===== src/rtl/btb_predictor.sv =====
// Direct-mapped branch target buffer with 2-bit saturating direction counters and a sequential flush engine.
// Optional hit/mispredict statistics counters are enabled by defining BTB_STATS_EN.
module btb_predictor #(
  parameter int ENTRIES = 16
) (
  input  logic        CLK,
  input  logic        RST,
  input  logic [31:0] current_PC,
  output logic        predict_taken,
  output logic [31:0] target_addr,
  input  logic        update_predictor,
  input  logic [31:0] update_addr,
  input  logic [31:0] update_target,
  input  logic        prediction,
  input  logic        branch_result,
  input  logic        flush_req,
  output logic        busy
`ifdef BTB_STATS_EN
  ,
  output logic [31:0] lookup_hits,
  output logic [31:0] mispredicts
`endif
);

  localparam int IDX_BITS = $clog2(ENTRIES);
  localparam int TAG_BITS = 30 - IDX_BITS;

  typedef enum logic {
    IDLE,
    FLUSH
  } state_t;

  state_t                state_reg, state_next;
  logic [IDX_BITS-1:0]   flush_idx_reg, flush_idx_next;

  logic                  valid_reg  [ENTRIES];
  logic [TAG_BITS-1:0]   tag_reg    [ENTRIES];
  logic [31:0]           target_reg [ENTRIES];
  logic [1:0]            ctr_reg    [ENTRIES];

  // Lookup path
  logic [IDX_BITS-1:0]   lk_idx;
  logic [TAG_BITS-1:0]   lk_tag;
  logic                  lk_hit;
  logic [31:0]           pc_plus4;

  assign lk_idx   = current_PC[IDX_BITS+1:2];
  assign lk_tag   = current_PC[31:IDX_BITS+2];
  assign lk_hit   = valid_reg[lk_idx] && (tag_reg[lk_idx] == lk_tag);
  assign pc_plus4 = current_PC + 32'd4;

  assign busy          = (state_reg == FLUSH);
  assign predict_taken = (state_reg == IDLE) && lk_hit && ctr_reg[lk_idx][1];
  assign target_addr   = predict_taken ? target_reg[lk_idx] : pc_plus4;

  // Update path
  logic [IDX_BITS-1:0]   upd_idx;
  logic [TAG_BITS-1:0]   upd_tag;
  logic                  upd_hit;
  logic                  upd_accept;
  logic                  upd_we;
  logic [1:0]            upd_ctr_cur;
  logic [1:0]            upd_ctr_w;
  logic [31:0]           upd_target_w;

  assign upd_idx     = update_addr[IDX_BITS+1:2];
  assign upd_tag     = update_addr[31:IDX_BITS+2];
  assign upd_hit     = valid_reg[upd_idx] && (tag_reg[upd_idx] == upd_tag);
  assign upd_accept  = update_predictor && (state_reg == IDLE);
  assign upd_ctr_cur = ctr_reg[upd_idx];

  always_comb begin
    upd_we       = 1'b0;
    upd_ctr_w    = upd_ctr_cur;
    upd_target_w = target_reg[upd_idx];
    if (upd_accept) begin
      if (upd_hit) begin
        upd_we = 1'b1;
        if (branch_result) begin
          upd_ctr_w    = (upd_ctr_cur == 2'b11) ? 2'b11 : upd_ctr_cur + 2'b01;
          upd_target_w = update_target;
        end else begin
          upd_ctr_w = (upd_ctr_cur == 2'b00) ? 2'b00 : upd_ctr_cur - 2'b01;
        end
      end else if (branch_result) begin
        // Miss on a taken branch allocates, starting weakly taken
        upd_we       = 1'b1;
        upd_ctr_w    = 2'b10;
        upd_target_w = update_target;
      end
    end
  end

  logic [ENTRIES-1:0] flush_clr;
  logic [ENTRIES-1:0] upd_sel;

  generate
    for (genvar gi = 0; gi < ENTRIES; gi++) begin : g_entry_sel
      assign flush_clr[gi] = (state_reg == FLUSH) && (flush_idx_reg == IDX_BITS'(gi));
      assign upd_sel[gi]   = upd_we && (upd_idx == IDX_BITS'(gi));
    end
  endgenerate

  always_ff @(posedge CLK or posedge RST) begin
    if (RST) begin
      for (int i = 0; i < ENTRIES; i++) begin
        valid_reg[i]  <= 1'b0;
        tag_reg[i]    <= '0;
        target_reg[i] <= '0;
        ctr_reg[i]    <= 2'b01;
      end
    end else begin
      for (int i = 0; i < ENTRIES; i++) begin
        if (flush_clr[i]) begin
          valid_reg[i] <= 1'b0;
        end else if (upd_sel[i]) begin
          valid_reg[i]  <= 1'b1;
          tag_reg[i]    <= upd_tag;
          target_reg[i] <= upd_target_w;
          ctr_reg[i]    <= upd_ctr_w;
        end
      end
    end
  end

  // Flush sequencer
  always_comb begin
    state_next     = state_reg;
    flush_idx_next = flush_idx_reg;
    case (state_reg)
      IDLE: begin
        if (flush_req) begin
          state_next     = FLUSH;
          flush_idx_next = '0;
        end
      end
      FLUSH: begin
        if (flush_idx_reg == IDX_BITS'(ENTRIES - 1)) begin
          state_next     = IDLE;
          flush_idx_next = '0;
        end else begin
          flush_idx_next = flush_idx_reg + 1'b1;
        end
      end
      default: begin
        state_next     = IDLE;
        flush_idx_next = '0;
      end
    endcase
  end

  always_ff @(posedge CLK or posedge RST) begin
    if (RST) begin
      state_reg     <= IDLE;
      flush_idx_reg <= '0;
    end else begin
      state_reg     <= state_next;
      flush_idx_reg <= flush_idx_next;
    end
  end

`ifdef BTB_STATS_EN
  logic [31:0] lookup_hits_reg;
  logic [31:0] mispredicts_reg;

  always_ff @(posedge CLK or posedge RST) begin
    if (RST) begin
      lookup_hits_reg <= '0;
      mispredicts_reg <= '0;
    end else begin
      if ((state_reg == IDLE) && lk_hit && (lookup_hits_reg != 32'hFFFF_FFFF))
        lookup_hits_reg <= lookup_hits_reg + 32'd1;
      if (upd_accept && (prediction != branch_result) && (mispredicts_reg != 32'hFFFF_FFFF))
        mispredicts_reg <= mispredicts_reg + 32'd1;
    end
  end

  assign lookup_hits = lookup_hits_reg;
  assign mispredicts = mispredicts_reg;
`endif

  // Byte-offset bits and the unused prediction echo carry no table state
  logic unused_bits;
  assign unused_bits = ^{current_PC[1:0], update_addr[1:0], prediction};

endmodule


===== config.mk =====
export PLATFORM = sky130hd
export DESIGN_NAME = btb_predictor
export DESIGN_NICKNAME = d
export VERILOG_FILES = /design/src/rtl/btb_predictor.sv
export SDC_FILE = /design/constraint.sdc
export NUM_CORES = 2
export LEC_CHECK = 0
export CORE_MARGIN = 1
export CORE_UTILIZATION = 57
export CTS_CLUSTER_DIAMETER = 200
export DETAILED_ROUTE_END_ITERATION = 7
export HOLD_SLACK_MARGIN = 0.1
export PLACE_DENSITY_LB_ADDON = 0.25
export SETUP_SLACK_MARGIN = 0.4
export SYNTH_ARGS = -nofsm -noshare
export SYNTH_HDL_FRONTEND = slang
export SYNTH_SLANG_ARGS = --single-unit
export TNS_END_PERCENT = 30

===== constraint.sdc =====
create_clock -name CLK -period 67.8 [get_ports CLK]
set_input_delay 6.78 -clock CLK [delete_from_list [all_inputs] [get_ports CLK]]
set_output_delay 6.78 -clock CLK [all_outputs]
set_load 0.1 [all_outputs]

== After elaboration in Yosys (flattened, before gate mapping) ==
Index checks and enable logic that the tools add are counted.
Word-level totals
  output and inout port bits: 34
  bits of input ports: 102
  logic and storage cells: 271
  register bits after elaboration: 981
Operators by class
  equality and inequality tests: 34
  add/subtract/negate cells: 4
  mux-type cells: 74
  reductions and logical operators: 72
  order comparisons: 2
  bitwise logic cells: 19
Operators with widths (number)
  $bmux 32 s4: 2
  $mux 32: 7
  $bmux 26 s4: 2
  $mux 26: 4
  $eq 4x4->1 const B: 16
  $eq 26x26->1: 2
  $mux 1: 41
  $logic_and 1x1->1: 37
  $add 32x3->32 const B: 1
  $eq 4x3->1 const B: 8
  $reduce_and 2->1: 16
  $reduce_bool 2->1: 16
  $mux 2: 10
  $not 1->1: 17
  $bmux 2 s4: 2
  $eq 4x2->1 const B: 4
  $ge 5x5->1 const B: 2
  $not 4->5: 2
  $bmux 1 s4: 2
  $eq 4x1->1 const B: 2
  $logic_not 4->1: 2
  $mux 4: 2
  $pmux 4 s2: 1
  $add 4x1->4 const B: 1
  other kinds (6): 6

== Logic depth before layout (Yosys ltp) ==
  depth after elaboration: 11
  mapped depth: 16
  depth with buffers taken out: 9

== Worst setup path after synthesis ==
OpenSTA, ideal clock, no wires.
  path type: in2out
  start: input port current_PC[2]
  end: output port target_addr[2]
  data required time: 61.020 ns
  path slack: 48.725 ns
  data arrival time: 12.295 ns
  cell stages on the path: 11
  path buffers: 4
  path through: clkbuf_1 buf_1 mux4_2 mux4_2 xnor2_1 o211ai_1 nor4_1 and4_1 clkbuf_1 clkbuf_1 mux2i_1
Between the ends
  cells in the longest elaborated chain, start to end: 9
  elaborated cells on any way between the ends: 19
  those cells by class: 1 x add/sub; 1 x eq/ne; 13 x mux; 1 x bitwise; 3 x reduce/logical
Ends and longest elaborated chain
  start: declaration: line 8  | input logic [31:0] current_PC,
  $not 4->5 (implied by the code) (*): line 49, 53
  $bmux 26 s4: line 49  | assign lk_hit = valid_reg[lk_idx] && (tag_reg[lk_idx] == lk_tag);
  $mux 26 (implied by the code) (2 in series): line 49
  $eq 26x26->1: line 49
  $logic_and 1x1->1: line 49
  $logic_and 1x1->1: line 53  | assign predict_taken = (state_reg == IDLE) && lk_hit && ctr_reg[lk_idx][1];
  $logic_and 1x1->1 (*): line 53
  net predict_taken: line 9  | output logic predict_taken,
  $mux 32 (*): line 54  | assign target_addr = predict_taken ? target_reg[lk_idx] : pc_plus4;
  end: declaration: line 10  | output logic [31:0] target_addr,
Mark *: on every way through the listed nets, which the timed path passes. The rest lies on a longest branch. The select of a mux whose other input is x is not followed.

== Worst setup path in the final report ==
  start: input port current_PC[3]
  end: output port target_addr[31]
Between the ends
  cells in the longest elaborated chain, start to end: 9
  elaborated cells on any way between the ends: 19
  those cells by class: 1 x add/sub; 1 x eq/ne; 13 x mux; 1 x bitwise; 3 x reduce/logical
Ends and longest elaborated chain (line)
  $not 4->5 (implied by the code): 49, 53, 54
  $bmux 26 s4: 49
  $mux 26 (implied by the code) (2 in series): 49
  $eq 26x26->1: 49
  $logic_and 1x1->1: 49
  $logic_and 1x1->1 (2 in series): 53
  $mux 32 (*): 54
Every way passes the cells marked *; elsewhere a longest branch is shown, timed or not. The select of a mux whose other input is x is not followed.

==> impl_results.md <==
* CTS tree: built
* Wire length of the first global-routing pass at 236,000 um
* Post-CTS setup buffer count at 0
* Setup slack of the worst register-to-register path at roughly 62 ns
* Synthesized netlist cell count at roughly 3,500
* Pre-CTS setup slack at roughly 48 ns
* Setup violations, final at 0
* Max-slew violation count at 0
* Initial antenna violation count at 13
* Final clock skew at 0.0491 ns
* Clock buffer depth at 3
* Final-report hold violation count at 0
* Sequential fraction of the synthesis area at around 46%
* Tightest slew margin relative to the limit at 15.8%
* Post-route ant nets at 0
* Worst path arrival time at around 13 ns
* Capturing element type of the critical path: primary output
* Maximum capacitance violations at 0
* Hold Path Class: flop to flop
* Status: finished, violations left
* Total core area at 93,200 um2
* Worst setup path category: input pin to primary output
* Number of CTS-inserted buffers at a little over 100
* Layout cells sized above 1 at 41.1%
* Worst-margin pin slew at roughly 1.3 ns
* Overall power of the completed layout at between 1000 and 1500 uW
* Post-route cell area at ~59,000 um2
* H-Tree Level Count at 3
* Max FFs per register at approximately 510
* Largest fanout of any net on the critical path at 85
* Filler cell count at between 6,000 and 7,000
* Number of vias per cell at 7.12
* Placer's final routability congestion estimate at ~0.89
* DPL Wire Length at just over 90,000 um
* Overall die height at roughly 300 um
* Cell area power density at 23.7 nW/um2
* Post-Route Setup TNS at 0 ns
* Leakage power total at 0.0271 uW
* Post-place instance area at roughly 55,000 um2
* DRC marker count from the first detailed-route iteration at 3,440
* Die area at roughly 95,000 um2
* Later-pin clock latency in the skew report at 0.71 ns
* Vias after detailed routing at roughly 34,000
* Failing checks: DRC
* Total number of yosys warnings at 0
* Category of the worst setup path launch point: input pin
* Post-synthesis instance area at ~54,000 um2
* Starting Density at 57.4%
* Fraction of the core area covered by cells at the end of the flow at between 60% and 70%
* Top flip-flop cell by instance count after synthesis: sky130_fd_sc_hd__dfrtp_1
* Clk sink count at between 900 and 1,000
* Number of distinct library cell variants in the gate-level netlist after synthesis at between 60 and 70
* Leftover overflow at the end of global routing at 0
* Synth-to-layout area growth at 10.1%
* Average wire per standard cell at approximately 33 um
* Number of flops mapped to enable cells by yosys at 0
* Via count of the first global-routing pass at 36,100
* RSZ-0062 raised after global routing: false
* Required time reported for the critical path endpoint at 61.02 ns
* Synth Area per Inst at ~15 um2
* Chip Width at between 300 and 400 um
* Highest achievable clock rate at 50.6 MHz
* Final worst-path setup slack at roughly 48 ns
* Port bufs at about 130
* Shortest period the worst path allows at 19.74 ns
* Root Driver: sky130_fd_sc_hd__clkbuf_16
* Number of nets at the end of the flow at around 3,500
* Register clock-pin slew on the reported worst setup and hold paths at 0.06 ns
* Final routed wirelength across all metal layers at 156,000 um
* Number of cell rows at about 110
* Pin count of the biggest net entering global routing at 202
* Drt first pass iters at 8
* Share of the clock period used by the worst path after layout at slightly below 30%
* FF+latch count, synth at 981
* Fraction of registers with async set/reset at 100%
* Max VDD drop at between 0.02 and 0.025 mV
* I/O pin count at 136
* Syn nets at approximately 3,600
* Number of gates resized after CTS at 0
* Number of hold buffers added after CTS at 0
* Tot GR Track Use at 33.7%
* Remaining DRCs at 1
[where the power goes]
group	leakage (uW)	switching, uW	internal [uW]
Clock	0.00170	241	332
Sequential	0.0136	25.5	617
Combinational	0.0118	101	77.0
Total	0.0271	367	1030
[worst max-delay path, stage by stage]
cell,delay [ns]
sky130_fd_sc_hd__buf_8,0.59
sky130_fd_sc_hd__buf_4,0.67
sky130_fd_sc_hd__buf_4,0.81
sky130_fd_sc_hd__and4_1,0.40
sky130_fd_sc_hd__nor2b_1,0.28
sky130_fd_sc_hd__nor2b_1,0.52
sky130_fd_sc_hd__nor2b_1,0.49
sky130_fd_sc_hd__nand4_1,0.23
sky130_fd_sc_hd__xnor2_1,0.71
sky130_fd_sc_hd__mux2_2,0.30
sky130_fd_sc_hd__clkdlybuf4s50_1,1.13
[layer usage]
metal | GRT usage (%) | routed length, um | vias up
met3 | 7.34 | 14300 | 385
li1 | - | - | 13300
met2 | 51.8 | 73300 | 1733
met1 | 47.2 | 62100 | 18400
met5 | 0 | 74 | -
met4 | 13.2 | 5950 | 12
[final cells by class]
type	instances	area (um2)	area share, %
antenna	6	15.0	0.0255
sequential	981	24600	41.7
tap	1254	1570	2.66
timing repair buffer	193	1840	3.13
inverter	18	77.6	0.132
multi-input combinational	2119	27400	46.6
clock buffer	154	3130	5.32
clock inverter	31	282	0.478
[cell usage in the layout (no fill, tap or decap), types with 5 or more instances in the layout]
cell	count
sky130_fd_sc_hd__o21ai_0	21
sky130_fd_sc_hd__o22ai_1	10
sky130_fd_sc_hd__clkdlybuf4s50_1	124
sky130_fd_sc_hd__nand2b_1	5
sky130_fd_sc_hd__nor3_1	12
sky130_fd_sc_hd__nor4_1	6
sky130_fd_sc_hd__xnor2_1	57
sky130_fd_sc_hd__o211ai_1	8
sky130_fd_sc_hd__nand3_1	51
sky130_fd_sc_hd__clkinv_2	21
sky130_fd_sc_hd__mux4_2	545
sky130_fd_sc_hd__clkbuf_8	30
sky130_fd_sc_hd__nor2b_1	8
sky130_fd_sc_hd__dfstp_2	16
sky130_fd_sc_hd__mux2_2	614
sky130_fd_sc_hd__o21ai_4	5
sky130_fd_sc_hd__a21oi_1	9
sky130_fd_sc_hd__a22oi_1	18
sky130_fd_sc_hd__diode_2	6
sky130_fd_sc_hd__nor2_1	26
sky130_fd_sc_hd__xor2_1	15
sky130_fd_sc_hd__clkbuf_16	106
sky130_fd_sc_hd__buf_4	60
sky130_fd_sc_hd__a21oi_4	11
sky130_fd_sc_hd__ha_1	5
sky130_fd_sc_hd__nand2_1	138
sky130_fd_sc_hd__inv_1	15
sky130_fd_sc_hd__mux2_1	383
sky130_fd_sc_hd__and3_1	10
sky130_fd_sc_hd__clkbuf_1	18
sky130_fd_sc_hd__a22o_1	11
sky130_fd_sc_hd__mux2i_1	75
sky130_fd_sc_hd__a21o_1	11
sky130_fd_sc_hd__dfrtp_1	965
sky130_fd_sc_hd__nand4_1	15
[kinds of logic (layout without fill, tap and decap cells)]
family / after synthesis / after routing / synth area share, %
adder cells (fa/ha/maj): 5 / 5 / 0.117
buffers and inverters: 355 / 396 / 3.09
other: 0 / 6 / 0
flip-flops: 981 / 981 / 45.9
multiplexers: 1618 / 1618 / 45.3
XOR/XNOR: 72 / 72 / 1.18
AO/OA/AOI/OAI: 135 / 135 / 1.86
AND/OR/NAND/NOR: 289 / 289 / 2.50
[synth_stat cells (7+ instances only)]
cell type / instances / area (um2)
sky130_fd_sc_hd__a21oi_2: 7 / 61.3
sky130_fd_sc_hd__a21oi_1: 10 / 50.1
sky130_fd_sc_hd__inv_1: 16 / 60.1
sky130_fd_sc_hd__xor2_1: 15 / 131
sky130_fd_sc_hd__buf_2: 64 / 320
sky130_fd_sc_hd__o211ai_1: 8 / 60.1
sky130_fd_sc_hd__mux2_2: 614 / 6910
sky130_fd_sc_hd__xnor2_1: 57 / 499
sky130_fd_sc_hd__and3_1: 10 / 62.6
sky130_fd_sc_hd__a22oi_1: 18 / 135
sky130_fd_sc_hd__mux2i_1: 76 / 761
sky130_fd_sc_hd__nand2_1: 138 / 518
sky130_fd_sc_hd__a21o_1: 11 / 82.6
sky130_fd_sc_hd__mux4_2: 545 / 12300
sky130_fd_sc_hd__nand4_1: 15 / 93.8
sky130_fd_sc_hd__mux2_1: 383 / 4310
sky130_fd_sc_hd__a22o_1: 11 / 96.3
sky130_fd_sc_hd__nor2b_1: 9 / 56.3
sky130_fd_sc_hd__nand3_1: 51 / 255
sky130_fd_sc_hd__buf_1: 49 / 184
sky130_fd_sc_hd__dfrtp_1: 965 / 24100
sky130_fd_sc_hd__o22ai_1: 10 / 62.6
sky130_fd_sc_hd__nor3_1: 12 / 60.1
sky130_fd_sc_hd__buf_4: 35 / 263
sky130_fd_sc_hd__buf_6: 9 / 101
sky130_fd_sc_hd__nor2_1: 28 / 105
sky130_fd_sc_hd__clkbuf_1: 177 / 664
sky130_fd_sc_hd__dfstp_2: 16 / 420
sky130_fd_sc_hd__o21ai_0: 21 / 105
[path summary, 6_finish.rpt]
path / start / to / depth (start not counted)
hold / removal: target_reg[101] / target_reg[101] / 1
min in group asynchronous: RST / tag_reg[256] / 2
setup / recovery: current_PC[3] / target_addr[31] / 11
setup reg to reg: tag_reg[174] / target_reg[218] / 11
hold reg to reg: target_reg[101] / target_reg[101] / 1
max in group asynchronous: RST / target_reg[438] / 6
[metrics by stage]
step / hold WS [ns] / std cells
6_report: 0.506 / 4756
3_5_place_dp: 0.495 / 4565
2_1_floorplan: 0.462 / 3455
3_3_place_gp: 0.479 / 4565
5_1_grt: 0.529 / 4751
4_1_cts: 0.508 / 4750
Note: power is estimated with default switching activity, not from simulation.
